<file path="src/rtl/wb_sel_stage.sv">
// rtl/wb_sel_stage.sv - 2-entry skid pipeline register feeding the writeback result mux.
// Optional backpressure counter enabled by defining WB_STALL_CNT_EN.
`ifndef ARCH_WIDTH
`define ARCH_WIDTH 32
`endif

module wb_sel_stage #(
    parameter int DATA_W     = `ARCH_WIDTH,
    parameter int REG_ADDR_W = 5
`ifdef WB_STALL_CNT_EN
    ,
    parameter int CNT_W      = 32
`endif
) (
    input  logic                  clk,
    input  logic                  rst,
    input  logic                  flush,
    input  logic                  in_valid,
    output logic                  in_ready,
    input  logic [2:0]            in_sel,
    input  logic [REG_ADDR_W-1:0] in_rd,
    input  logic                  in_wen,
    input  logic [DATA_W-1:0]     in_imm,
    output logic                  out_valid,
    input  logic                  out_ready,
    output logic [2:0]            out_sel,
    output logic [REG_ADDR_W-1:0] out_rd,
    output logic                  out_wen,
    output logic [DATA_W-1:0]     out_imm
`ifdef WB_STALL_CNT_EN
    ,
    output logic [CNT_W-1:0]      stall_cnt
`endif
);

    localparam int PW = 3 + REG_ADDR_W + 1 + DATA_W;

    typedef enum logic [1:0] {
        EMPTY = 2'd0,
        ONE   = 2'd1,
        FULL  = 2'd2
    } state_t;

    state_t          state_q, state_d;
    logic [PW-1:0]   main_q, main_d;
    logic [PW-1:0]   skid_q, skid_d;
    logic            in_ready_q, in_ready_d;
    logic [PW-1:0]   in_payload;
    logic            accept;
    logic            deliver;

    assign in_payload = {in_sel, in_rd, in_wen, in_imm};
    assign accept     = in_valid && in_ready_q;
    assign deliver    = (state_q != EMPTY) && out_ready;

    always_comb begin
        state_d = state_q;
        main_d  = main_q;
        skid_d  = skid_q;
        case (state_q)
            EMPTY: begin
                if (accept) begin
                    main_d  = in_payload;
                    state_d = ONE;
                end
            end
            ONE: begin
                if (accept && deliver) begin
                    main_d = in_payload;
                end else if (accept) begin
                    skid_d  = in_payload;
                    state_d = FULL;
                end else if (deliver) begin
                    state_d = EMPTY;
                end
            end
            FULL: begin
                // in_ready is low here, so only a drain of SKID into MAIN can happen
                if (deliver) begin
                    main_d  = skid_q;
                    state_d = ONE;
                end
            end
            default: state_d = EMPTY;
        endcase
        if (flush) begin
            state_d = EMPTY;
        end
        in_ready_d = (state_d != FULL);
    end

    always_ff @(posedge clk) begin
        if (rst) begin
            state_q    <= EMPTY;
            main_q     <= '0;
            skid_q     <= '0;
            in_ready_q <= 1'b1;
        end else begin
            state_q    <= state_d;
            main_q     <= main_d;
            skid_q     <= skid_d;
            in_ready_q <= in_ready_d;
        end
    end

    assign in_ready  = in_ready_q;
    assign out_valid = (state_q != EMPTY);
    assign out_sel   = main_q[PW-1 -: 3];
    assign out_rd    = main_q[DATA_W+1 +: REG_ADDR_W];
    assign out_wen   = main_q[DATA_W] && out_valid;
    assign out_imm   = main_q[DATA_W-1:0];

`ifdef WB_STALL_CNT_EN
    logic [CNT_W-1:0] stall_cnt_q, stall_cnt_d;

    always_comb begin
        stall_cnt_d = stall_cnt_q;
        if (out_valid && !out_ready && (stall_cnt_q != {CNT_W{1'b1}})) begin
            stall_cnt_d = stall_cnt_q + 1'b1;
        end
    end

    always_ff @(posedge clk) begin
        if (rst) begin
            stall_cnt_q <= '0;
        end else begin
            stall_cnt_q <= stall_cnt_d;
        end
    end

    assign stall_cnt = stall_cnt_q;
`endif

endmodule
</file>
<file path="config.mk">
export PLATFORM = sky130hd
export DESIGN_NAME = wb_sel_stage
export DESIGN_NICKNAME = d
export VERILOG_FILES = /design/src/rtl/wb_sel_stage.sv
export SDC_FILE = /design/constraint.sdc
export NUM_CORES = 1
export LEC_CHECK = 0
export ABC_CLOCK_PERIOD_IN_PS = 1300
export BUFFER_PORTS_ARGS = -buffer_cell sky130_fd_sc_hd__buf_2
export CORE_ASPECT_RATIO = 0.6
export CORE_MARGIN = 2
export CORE_UTILIZATION = 30
export CTS_CLUSTER_SIZE = 20
export DETAILED_ROUTE_END_ITERATION = 6
export GPL_TIMING_DRIVEN = 0
export REMOVE_ABC_BUFFERS = 1
export SETUP_SLACK_MARGIN = 0.15
export SLEW_MARGIN = 10
export SYNTH_ARGS = -nofsm -noshare
export SYNTH_HDL_FRONTEND = slang
export SYNTH_SLANG_ARGS = --single-unit
</file>
<file path="constraint.sdc">
create_clock -name clk -period 1.3 [get_ports clk]
set_input_delay 0.195 -clock clk [delete_from_list [all_inputs] [get_ports clk]]
set_output_delay 0.195 -clock clk [all_outputs]
set_load 0.01 [all_outputs]
</file>
==> results.cfg <==
[status]
outcome = finished with violations
violations = negative setup slack

[sta]
max-slew-margin-rel = 0.409
period_share = 1.20
max_freq_mhz = 642
tightest_slew_ns = 0.887
finalCriticalPeriod_ns = 1.56
rsz0062_at_grt = true
clock_skew_ns = 0.00643
slew_viol_final = 0
layout_setup_ws_ns = -0.258
tns_ns = -11.15
finalHoldViolCount = 0
setup_viol = 85

[route]
post-route-drc-count = 0
ant_nets = 0
viasPerCell = 4.65
routed_wl_um = 11300
wl_per_cell_um = 16.9
dr_total_vias = 3098
first_pass_iters = 4
drt_iter0_markers = 130

[layout]
n_antenna_cell = 0
drive_above_1_share = 0.419
instances_no_fill = 666
nets = 542
area_delta_synth_final_pct = 38.6

[synthesis]
seq_area_frac_synth = 0.445
synth_cells = 416
synth.cell_area_mm2 = 0.00382
ys_warn_count = 0
synth_area_per_cell_um2 = 9.18
ys_ff_latch = 85
synth_cell_types = 22

[placed_design]
gp_congestion = 0.670
portBuffers = 88
dp_hpwl_um = 5890
place_inst = 609
pre_cts_ws_ns = -0.743

[floorplanning]
std_cell_rows = 31
initial_core_util = 0.312
boundaryPins = 89
dieArea_mm2 = 0.0137
coreArea_mm2 = 0.0123
dieHeight_um = 91.4
die_w_um = 150

[power]
p_per_area_mw_per_mm2 = 1190
p_comb_frac = 0.136
p_seq_frac = 0.439
leakagePower_nw = 2.38
power_w = 0.00631
p_sw_w = 0.00146
p_sw_frac = 0.231
p_int_w = 0.00486
ir_drop_v = 0.000684
power_frac_clock = 0.425

[critical_path]
arrival_ns = 1.74
reg2reg_from = state_q[0]$_SDFF_PP0_
crit_chain = buf_6 > nand2b_4 > clkbuf_16 > mux2_2 > mux2i_1 > nor2_1
criticalPathCategory = reg -> reg
cp-end-kind = register
start_kind = register
slowest_delay_ns = 0.38
worst-path-buf-inv = 2
cp_top_family = multiplexers
cp-startpoint = state_q[0]$_SDFF_PP0_
worst-path-max-fanout = 10
critPathRequiredTime_ns = 1.48
crit_slowest_cell = dfxtp_4

[min_path]
min_from = flush
hold_path_class = in -> reg

[grt]
grt_pass1_wl_um = 15900
grt_use_total = 0.152
grt_antenna_before_repair = 0
grt_max_degree = 85
grt_pass1_vias = 2953
grt_overflow = 0

[clock_network]
clkLatencyLatePin_ns = 0.33
htreeDepth = 3
clockBufferDepth = 2
cts.sinks = 85
cts_tree = done
clk_pin_slew_ns = 0.06
ctsHoldBuffers = 0
root_buffer = clkbuf_16
cts_buffers = 9

[run]
maxCapViolCount = 0
==> timing repair <==
item / CTS / global route
setup buffers: 17 / 7
setup endpoints to repair: 87 / 87
gates resized for setup: 43 / 20
pin swaps: 8 / 9
gates cloned: 8 / 9
==> synth_stat cells <==
cell type | number | area (um^2)
a2111o_1 | 1 | 11.3
a21oi_1 | 41 | 205
a31oi_4 | 1 | 21.3
and2_1 | 2 | 12.5
and3b_1 | 1 | 8.76
buf_2 | 6 | 30.0
buf_4 | 40 | 300
buf_6 | 4 | 45.0
clkbuf_1 | 16 | 60.1
dfxtp_1 | 85 | 1700
inv_1 | 2 | 7.51
mux2_2 | 41 | 462
mux2i_1 | 43 | 430
nand2_1 | 83 | 312
nand2b_1 | 2 | 12.5
nand3_1 | 2 | 10.0
nor2_1 | 41 | 154
nor2b_1 | 1 | 6.26
nor3_1 | 1 | 5.00
nor3_2 | 1 | 10.0
o22a_1 | 1 | 8.76
or2_2 | 1 | 6.26
==> state kept, by name, summed over array words and instances (netlist names) <==
name and count:
in_ready 1, main_q 41, skid_q 41, state_q 2
==> layout by cell type, fill, tap and decap left out, types with 8 or more instances in the layout <==
cell / instances
buf_2: 86
dfxtp_1: 83
a21oi_1: 40
mux2_4: 14
mux2_2: 27
nor2_1: 41
nand2_1: 74
buf_16: 8
nand2_2: 9
mux2i_1: 43
clkbuf_16: 16
buf_6: 15
==> final timing paths <==
path / cells past startpoint / slack (ns) / end
setup / recovery: 6 / -0.26 / main_q[13]$_SDFFE_PP0P_
hold / removal: 2 / 0.04 / state_q[0]$_SDFF_PP0_
setup reg to reg: 6 / -0.26 / main_q[13]$_SDFFE_PP0P_
hold reg to reg: 2 / 0.45 / skid_q[27]$_SDFFE_PP0P_
==> power by group through the flow <==
stage                     logic (W)  registers [W]  clock network [W]
after CTS                  0.000770        0.00277            0.00277
after global placement     0.000595        0.00282                  0
final                      0.000860        0.00277            0.00268
after floorplan            0.000297        0.00286                  0
after global routing       0.000923        0.00278            0.00293
after detailed placement   0.000639        0.00283                  0
==> layer usage <==
layer / wire (um) / GRT usage / vias up
li1: - / - / 1516
met1: 5650 / 0.208 / 1477
met2: 4960 / 0.237 / 95
met3: 545 / 0.0432 / 10
met4: 110 / 0.0322 / 0
met5: 0 / 0 / -
==> layout make-up <==
cell class | instances | area [um^2]
clock buffers | 12 | 236
flip-flops and latches | 85 | 1710
inverters | 2 | 11.3
fillers | 1162 | 6960
well taps | 165 | 206
repair buffers | 131 | 1200
clock inverters | 4 | 72.6
multi-input cells | 267 | 1860
==> cells by family (layout without fill, tap and decap cells) <==
logic type | count (synthesis) | after routing | synth area share
AND/OR/NAND/NOR | 135 | 139 | 0.141
flip-flops | 85 | 85 | 0.445
multiplexers | 84 | 84 | 0.234
buffers and inverters | 68 | 149 | 0.116
AO/OA/AOI/OAI | 44 | 44 | 0.0645
==> stage by stage <==
step | instance area (um^2) | util | hold WS, ns
detailed placement | 4180 | 0.341 | 0.389
finish | 5300 | 0.432 | 0.0435
CTS | 4960 | 0.405 | 0.0256
floorplan | 3380 | - | 0.264
global route | 5300 | 0.432 | 0.0455
global placement | 4030 | 0.329 | 0.384
==> worst reg2reg max path, stage by stage, from the launching register on <==
cell       delay, ns
dfxtp_4         0.38
buf_6           0.10
nand2b_4        0.20
clkbuf_16       0.21
mux2_2          0.33
mux2i_1         0.13
nor2_1          0.06
Note: power is estimated with default switching activity, not from simulation.
